## src/rtl/pf_ccc_phase_ctrl.sv

```systemverilog
// pf_ccc_phase_ctrl: DDR4 CCC PLL power-down and dynamic phase-shift sequencer.
// Define PHASE_CTRL_LOCK_MON_EN to add the LOSS_CNT lock-loss counter output.
module pf_ccc_phase_ctrl #(
    parameter int PD_HOLD      = 16,
    parameter int LOCK_TIMEOUT = 4096,
    parameter int STEP_GAP     = 4
) (
    input  logic       CLK,
    input  logic       RESET,
    input  logic       PLL_LOCK,
    input  logic       PD_REQ,
    input  logic       REQ_VALID,
    output logic       REQ_READY,
    input  logic [1:0] REQ_SEL,
    input  logic       REQ_DIR,
    input  logic [7:0] REQ_STEPS,
    output logic       BUSY,
    output logic       DONE,
    output logic       LOCKED,
    output logic       LOCK_ERR,
    output logic [2:0] POS0,
    output logic [2:0] POS2,
    output logic [2:0] POS3,
    output logic       PLL_POWERDOWN_N,
    output logic       PHASE_OUT0_SEL,
    output logic       PHASE_OUT2_SEL,
    output logic       PHASE_OUT3_SEL,
    output logic       PHASE_DIRECTION,
    output logic       PHASE_ROTATE,
    output logic       LOAD_PHASE_N
`ifdef PHASE_CTRL_LOCK_MON_EN
    ,
    output logic [7:0] LOSS_CNT
`endif
);

    localparam int CMAX = (LOCK_TIMEOUT > PD_HOLD)
        ? ((LOCK_TIMEOUT > STEP_GAP) ? LOCK_TIMEOUT : STEP_GAP)
        : ((PD_HOLD > STEP_GAP) ? PD_HOLD : STEP_GAP);
    localparam int CW = $clog2(CMAX + 1);
    localparam logic [CW-1:0] PD_LAST  = CW'(PD_HOLD - 1);
    localparam logic [CW-1:0] TO_LAST  = CW'(LOCK_TIMEOUT - 1);
    localparam logic [CW-1:0] GAP_LAST = CW'(STEP_GAP - 2);

    typedef enum logic [2:0] {
        S_PWRDN,
        S_WAIT_LOCK,
        S_IDLE,
        S_SETUP,
        S_PULSE,
        S_GAP,
        S_LOAD,
        S_FIN
    } state_t;

    state_t        state;
    logic [CW-1:0] cnt;
    logic          lock_m;
    logic          lock_s;
    logic [1:0]    sel_q;
    logic          dir_q;
    logic [7:0]    rem;

    logic       in_step;
    logic       abort;
    logic       idle_loss;
    logic       lost;
    logic       step_now;
    logic [2:0] delta;
    logic [2:0] hits;

    // {OUT0, OUT2, OUT3} enables for a select code; code 3 drives all three
    function automatic logic [2:0] sel_hits(input logic [1:0] s);
        return {s == 2'd0 || s == 2'd3,
                s == 2'd1 || s == 2'd3,
                s == 2'd2 || s == 2'd3};
    endfunction

    always_comb begin
        in_step   = (state == S_SETUP) || (state == S_PULSE) ||
                    (state == S_GAP) || (state == S_LOAD);
        abort     = in_step && !lock_s;
        idle_loss = (state == S_IDLE) && !lock_s;
        lost      = abort || idle_loss;
        step_now  = lock_s && ((state == S_SETUP) ||
                    ((state == S_GAP) && (cnt == GAP_LAST) && (rem != 8'd0)));
        delta     = dir_q ? 3'd1 : 3'd7;
        hits      = sel_hits(sel_q);
    end

    always_ff @(posedge CLK) begin
        if (RESET) begin
            lock_m <= 1'b0;
            lock_s <= 1'b0;
        end else begin
            lock_m <= PLL_LOCK;
            lock_s <= lock_m;
        end
    end

    always_ff @(posedge CLK) begin
        if (RESET) begin
            state           <= S_PWRDN;
            cnt             <= '0;
            sel_q           <= 2'd0;
            dir_q           <= 1'b0;
            rem             <= 8'd0;
            REQ_READY       <= 1'b0;
            BUSY            <= 1'b0;
            DONE            <= 1'b0;
            LOCKED          <= 1'b0;
            LOCK_ERR        <= 1'b0;
            PLL_POWERDOWN_N <= 1'b0;
            PHASE_OUT0_SEL  <= 1'b0;
            PHASE_OUT2_SEL  <= 1'b0;
            PHASE_OUT3_SEL  <= 1'b0;
            PHASE_DIRECTION <= 1'b0;
            PHASE_ROTATE    <= 1'b0;
            LOAD_PHASE_N    <= 1'b1;
        end else if (lost) begin
            state           <= S_PWRDN;
            cnt             <= '0;
            REQ_READY       <= 1'b0;
            BUSY            <= 1'b0;
            DONE            <= 1'b0;
            LOCKED          <= 1'b0;
            PLL_POWERDOWN_N <= 1'b0;
            PHASE_OUT0_SEL  <= 1'b0;
            PHASE_OUT2_SEL  <= 1'b0;
            PHASE_OUT3_SEL  <= 1'b0;
            PHASE_DIRECTION <= 1'b0;
            PHASE_ROTATE    <= 1'b0;
            LOAD_PHASE_N    <= 1'b1;
        end else begin
            unique case (state)
                S_PWRDN: begin
                    if (cnt == PD_LAST) begin
                        state           <= S_WAIT_LOCK;
                        cnt             <= '0;
                        PLL_POWERDOWN_N <= 1'b1;
                    end else begin
                        cnt <= cnt + 1'b1;
                    end
                end
                S_WAIT_LOCK: begin
                    if (lock_s) begin
                        state     <= S_IDLE;
                        LOCKED    <= 1'b1;
                        REQ_READY <= 1'b1;
                    end else if (cnt == TO_LAST) begin
                        state           <= S_PWRDN;
                        cnt             <= '0;
                        LOCK_ERR        <= 1'b1;
                        PLL_POWERDOWN_N <= 1'b0;
                    end else begin
                        cnt <= cnt + 1'b1;
                    end
                end
                S_IDLE: begin
                    if (REQ_VALID && REQ_READY) begin
                        REQ_READY <= 1'b0;
                        BUSY      <= 1'b1;
                        sel_q     <= REQ_SEL;
                        dir_q     <= REQ_DIR;
                        rem       <= REQ_STEPS;
                        if (REQ_STEPS == 8'd0) begin
                            state <= S_FIN;
                            DONE  <= 1'b1;
                        end else begin
                            state           <= S_SETUP;
                            {PHASE_OUT0_SEL, PHASE_OUT2_SEL,
                             PHASE_OUT3_SEL} <= sel_hits(REQ_SEL);
                            PHASE_DIRECTION <= REQ_DIR;
                        end
                    end else if (PD_REQ) begin
                        state           <= S_PWRDN;
                        cnt             <= '0;
                        REQ_READY       <= 1'b0;
                        LOCKED          <= 1'b0;
                        PLL_POWERDOWN_N <= 1'b0;
                    end
                end
                S_SETUP: begin
                    state        <= S_PULSE;
                    PHASE_ROTATE <= 1'b1;
                    rem          <= rem - 8'd1;
                end
                S_PULSE: begin
                    state        <= S_GAP;
                    cnt          <= '0;
                    PHASE_ROTATE <= 1'b0;
                end
                S_GAP: begin
                    if (cnt != GAP_LAST) begin
                        cnt <= cnt + 1'b1;
                    end else if (rem != 8'd0) begin
                        state        <= S_PULSE;
                        PHASE_ROTATE <= 1'b1;
                        rem          <= rem - 8'd1;
                    end else begin
                        state        <= S_LOAD;
                        LOAD_PHASE_N <= 1'b0;
                    end
                end
                S_LOAD: begin
                    state           <= S_FIN;
                    LOAD_PHASE_N    <= 1'b1;
                    DONE            <= 1'b1;
                    PHASE_OUT0_SEL  <= 1'b0;
                    PHASE_OUT2_SEL  <= 1'b0;
                    PHASE_OUT3_SEL  <= 1'b0;
                    PHASE_DIRECTION <= 1'b0;
                end
                S_FIN: begin
                    state     <= S_IDLE;
                    DONE      <= 1'b0;
                    BUSY      <= 1'b0;
                    REQ_READY <= 1'b1;
                end
            endcase
        end
    end

    // Position moves together with the PHASE_ROTATE pulse it accounts for
    always_ff @(posedge CLK) begin
        if (RESET || state == S_PWRDN) begin
            POS0 <= 3'd0;
            POS2 <= 3'd0;
            POS3 <= 3'd0;
        end else if (step_now) begin
            if (hits[2]) POS0 <= POS0 + delta;
            if (hits[1]) POS2 <= POS2 + delta;
            if (hits[0]) POS3 <= POS3 + delta;
        end
    end

`ifdef PHASE_CTRL_LOCK_MON_EN
    always_ff @(posedge CLK) begin
        if (RESET) begin
            LOSS_CNT <= 8'd0;
        end else if (lost && LOCKED && LOSS_CNT != 8'hFF) begin
            LOSS_CNT <= LOSS_CNT + 8'd1;
        end
    end
`endif

endmodule
```

## config.mk

```make
export PLATFORM = sky130hd
export DESIGN_NAME = pf_ccc_phase_ctrl
export DESIGN_NICKNAME = d
export VERILOG_FILES = /design/src/rtl/pf_ccc_phase_ctrl.sv
export SDC_FILE = /design/constraint.sdc
export NUM_CORES = 1
export LEC_CHECK = 0
export BUFFER_PORTS_ARGS = -buffer_cell sky130_fd_sc_hd__buf_2
export CAP_MARGIN = 20
export CORE_ASPECT_RATIO = 1.4
export CORE_MARGIN = 2
export CORE_UTILIZATION = 50
export CTS_CLUSTER_DIAMETER = 40
export DETAILED_ROUTE_END_ITERATION = 8
export PLACE_DENSITY = 0.75
export SYNTH_ARGS = -nofsm -noshare
export SYNTH_HDL_FRONTEND = slang
export SYNTH_SLANG_ARGS = --single-unit
```

## constraint.sdc

```tcl
create_clock -name CLK -period 3.05 [get_ports CLK]
set_input_delay 0.305 -clock CLK [delete_from_list [all_inputs] [get_ports CLK]]
set_output_delay 0.305 -clock CLK [all_outputs]
set_load 0.02 [all_outputs]
```

### Yosys cells after proc, flatten, opt, wreduce, memory -nomap -nowiden

Cells that the tools add are included.

* flip-flop bits (word level): 50
* latch bits: 0
* RAM bits: 0
* memory bits (read-only): 0
* bits of input ports: 16
* output and inout port bits: 21
* word-level logic and storage cells: 166
* memories: 0

* $add $sub $neg: 5
* multiply operators: 0
* divide/modulo/power cells: 0
* order comparisons: 0
* equal/unequal tests: 32
* shifts and indexed selects: 0
* muxes and demuxes: 54
* bitwise gates (word level): 2
* reduce and logical (&&, ||, !) cells: 51

Operators with widths (number)
* 2-to-1 mux 13 bit: 6
* one-hot mux 13 bit (5 select lines): 1
* 2-to-1 mux 3 bit: 8
* 2-to-1 mux 8 bit: 3
* one-hot mux 3 bit (8 select lines): 1
* one-hot mux 8 bit (3 select lines): 1
* 2-to-1 mux 1 bit: 22
* inequality test 2 bit, second input constant: 9
* AND reduction 3 bit: 6
* nonzero test 3 bit: 5
* one-hot mux 1 bit (2 select lines): 7
* adder 13 x 1 -> 13 bit, second input constant: 1
* equality test 13 x 12 -> 1 bit, second input constant: 1
* equality test 13 x 2 -> 1 bit, second input constant: 1
* equality test 13 x 4 -> 1 bit, second input constant: 1
* inequality test 13 x 2 -> 1 bit, second input constant: 1
* equality test 3 bit, second input constant: 4
* logical OR 1 bit: 12
* one-hot mux 1 bit (3 select lines): 4
* AND reduction 4 bit: 3
* AND reduction 5 bit: 2
* adder 3 bit: 3
* equality test 2 bit, second input constant: 4
* logical NOT 8 bit: 1
* other kinds (19): 37

### Longest topological paths before layout

* depth after elaboration: 8
* depth in mapped cells: 9
* gate-level depth less buffers: 7

### Worst setup path before layout

No wires, ideal clock.

* path type: register -> register
* from: reg cnt[0]
* to: reg POS0[2]
* library setup time: 0.070 ns
* arrival time: 2.274 ns
* required time: 2.980 ns
* path slack: 0.706 ns
* stages on the path, launching flop included: 9
* buffers on the path: 1
* clock period less this slack: 2.344 ns
* cells stage by stage: dfxtp_1 -> inv_1 -> ha_1 -> or3b_2 -> or4_1 -> buf_2 -> o22a_4 -> or3_1 -> a21oi_1

* word-level cells in the longest chain between the ends: 6

RTL lines
* from (decl): line 57 `logic [CW-1:0] cnt;`
* from (signal assigned): line 142 `cnt <= cnt + 1'b1;`
* from (signal assigned): line 156 `cnt <= cnt + 1'b1;`
* from (signal assigned): line 195 `cnt <= cnt + 1'b1;`
* equality test 13 x 2 -> 1 bit: line 86 `((state == S_GAP) && (cnt == GAP_LAST) && (rem != 8'd0)));`
* logical AND 1 bit (2 in series): line 86
* logical OR 1 bit: line 85 `step_now = lock_s && ((state == S_SETUP) ||`
* logical AND 1 bit: line 85
* AND reduction 2 bit (no line)
* to (signal assigned): line 231 `if (hits[2]) POS0 <= POS0 + delta;`
* to (decl): line 21 `output logic [2:0] POS0,`

Every way passes these cells.
A chain may end at the register's enable or synchronous reset.

### Worst setup path after layout

Same ends and word-level chain as after synthesis.

==> metrics.md <==
| Metric | Value |
|---|---|
| Crit share post-route | `between 80% and 90%` |
| Number of synthesis warnings | `0` |
| Clk pwr share | `between 30% and 40%` |
| Peak supply drop | `0.255 mV` |
| Layout fillers | `508` |
| Max-slew headroom | `28.3%` |
| Die ar. | `between 6000 and 7000 sq um` |
| Remaining DRCs | `0` |
| Dpl ws | `between 0.3 and 0.4 ns` |
| Unrepaired setup endpoints after global routing | `false` |
| Post-route clock skew | `around 0.0037 ns` |
| Worst endpoint required time | `3.29 ns` |
| Avg Cell Area, Syn | `7.98 sq um` |
| Slew @ Worst Pin | `1.07 ns` |
| Worst Setup Path Type | `reg2reg` |
| Asr flop ratio synth | `0%` |
| P&R area growth vs syn | `12.7%` |
| Htree depth | `2` |
| Crit path max fanout | `14` |
| Most frequent cells after synthesis | `dfxtp_1, a21oi_1, nor2_1` |
| Post-DP HPWL | `4750 microns` |
| Resize count post-CTS | `0` |
| Top cell type's share of synthesized area | `a little over a third` |
| Vias in the first global route | `between 2000 and 2500` |
| Combinational group share of total power | `under 10%` |
| CTS sink cnt | `50` |
| Seq cells post-synth | `50` |
| Top-count cell post-synth | `dfxtp_1` |
| Slew Limit Fails | `0` |
| GRT Residual Overflow | `0` |
| CP max-delay cell | `or4_1` |
| Placed cell area | `3060 sq um` |
| Initial drt markers | `112` |
| Final hold vios | `0` |
| Port bufs | `36` |
| Status | `complete, no violations` |
| Leading post-synthesis cells by cell area | `dfxtp_1, a21oi_1, xor2_1, nor2_1, ha_1` |
| Most used DFF post-synth | `dfxtp_1` |
| Num ports | `37` |
| FMAX | `366 MHz` |
| Die width | `roughly 67 microns` |
| CP peak stage delay | `slightly below 0.8 ns` |
| CTS tree | `yes` |
| Fin crit period | `2.73 ns` |
| Sw Share | `approximately a fifth` |
| Post-synth EDFFs | `0` |
| Skew-Pair Late Insertion Delay | `0.30 ns` |
| Clock slew at reported path FFs | `roughly 0.090 ns` |
| Core Area | `5490 sq um` |
| # hold bufs at CTS | `0` |
| WP data arrival | `between 2 and 3 ns` |
| Setup TNS | `0 ns` |
| Starting Density | `roughly 51%` |
| First-pass GRT wire length | `10900 microns` |
| Num CTS Buffers | `5` |
| Worst setup margin | `0.317 ns` |
| Total wire length | `6520 microns` |
| TritonRoute pass-1 iters | `5` |
| Layout cell share with drive strength beyond 1 | `roughly 15%` |
| Chip height | `92.8 microns` |
| Crit-path cells | `inv_1 -> ha_1 -> or3b_2 -> or4_1 -> o22a_4 -> or3_1 -> a21oi_1` |
| Overall Global Routing Usage | `22.4%` |
| CP Launch Type | `flop` |
| Hold WC Path Type | `in2reg` |
| Power per standard cell area | `376 nW/um^2` |
| Sequential area share after synthesis | `35.5%` |
| Int Power | `943 uW` |
| Setup-failing EPs final | `0` |
| Yosys cell types | `52` |
| Fin area | `3180 sq um` |
| Flop pwr share | `55.7%` |
| Post-detailed-route wirelength per cell | `14.4 microns` |
| Initial antenna violation count | `0` |
| Ant. Diodes | `0` |
| Final GP Congestion | `between 0.8 and 0.9` |
| Post-Syn Area | `2820 sq um` |
| Post-CTS Setup Bufs | `0` |
| Syn Inst Count | `353` |
| CP Capture Type | `flop` |
| Mapped Nets | `382` |
| Vias | `2653` |
| Maximum number of pins on one net before global-route repair | `25` |
| Clock Tree Buf Depth | `2` |
| Leakage | `around 0.0012 uW` |
| Cell taking the most area after synthesis | `dfxtp_1` |
| Clock root buffer | `clkbuf_8` |
| # rows | `32` |
| DR vias/cell | `5.87` |
| Net load switching power | `252 uW` |
| Max-Cap Viols | `0` |
| Nets | `413` |
| Post-route ant nets | `0` |
[per-stage QoR]
| stage | utilization, % | hold slack, ns | power [uW] | std cells |
|---|---|---|---|---|
| floorplan | - | 0.414 | 711 | 353 |
| global placement | 55.9 | 0.416 | 733 | 445 |
| detailed placement | 55.9 | 0.424 | 735 | 445 |
| CTS | 57.9 | 0.211 | 1210 | 452 |
| global route | 57.9 | 0.219 | 1240 | 452 |
| finish | 57.9 | 0.211 | 1200 | 452 |
[registers in the layout (all words and copies together), names as in the netlist, 2 cells and up]
name / count
POS2: 3
cnt: 13
sel_q: 2
POS0: 3
rem: 8
state: 3
POS3: 3
[power groups by stage]
stage | Combinational, uW | Clock (uW) | Sequential (uW)
final | 54.7 | 475 | 666
after global routing | 61.1 | 512 | 667
after CTS | 55.0 | 492 | 666
after detailed placement | 53.9 | 0 | 681
after floorplan | 31.3 | 0 | 680
after global placement | 53.0 | 0 | 680
[layout make-up]
class                   instances  area, sq um  share of cell area (%)
inverters                      13         48.8                    1.54
well taps                      68         85.1                    2.68
clock buffers                   6         82.6                    2.60
flip-flops and latches         50         1000                    31.5
repair buffers                 44          240                    7.56
multi-input cells             270         1690                    53.2
clock inverters                 1         30.0                   0.945
[cells by family (layout without fill, tap and decap cells)]
family / count (synthesis) / in the layout / synth area share [%]
fa+ha+maj: 13 / 13 / 6.57
mux: 2 / 2 / 0.711
flops: 50 / 50 / 35.5
compound gates: 97 / 97 / 21.2
simple gates: 137 / 137 / 24.9
buf+inv: 33 / 64 / 4.53
xor+xnor: 21 / 21 / 6.53
[layout by cell type, fill, tap and decap left out, types with 4 or more instances in the layout]
cell,instances
and3_1,7
buf_2,36
ha_1,10
nand2_1,30
nand4_1,9
a21o_1,6
xor2_1,17
nor2_1,35
inv_1,12
nor4_1,4
nor2b_1,8
dfxtp_1,50
or4_1,4
a21oi_1,40
clkbuf_8,6
buf_4,8
nand3_1,19
xnor2_1,4
o21ai_0,21
[critical path: cells and delay by family (launching register included)]
| family | cells | cell delay (ns) |
|---|---|---|
| simple gates | 3 | 1.62 |
| compound gates | 2 | 0.46 |
| flops | 1 | 0.34 |
| fa+ha+maj | 1 | 0.15 |
| buf+inv | 1 | 0.10 |
[per-layer routing]
| metal | share of wire (%) | global-route usage, % | wire [microns] |
|---|---|---|---|
| met1 | 43 | 26.7 | 2780 |
| met2 | 51 | 38.2 | 3310 |
| met3 | 4.4 | 3.77 | 288 |
| met4 | 2.2 | 10.2 | 146 |
| met5 | 0 | 0 | 0 |
[worst paths after layout]
check | slack (ns) | endpoint | startpoint | depth (start not counted)
max | 0.32 | POS0[2] | cnt[0] | 7
min | 0.21 | lock_m | PLL_LOCK | 2
max reg2reg | 0.32 | POS0[2] | cnt[0] | 7
min reg2reg | 0.44 | lock_s | lock_m | 1
No activity file was read; power rests on OpenSTA's default activity.
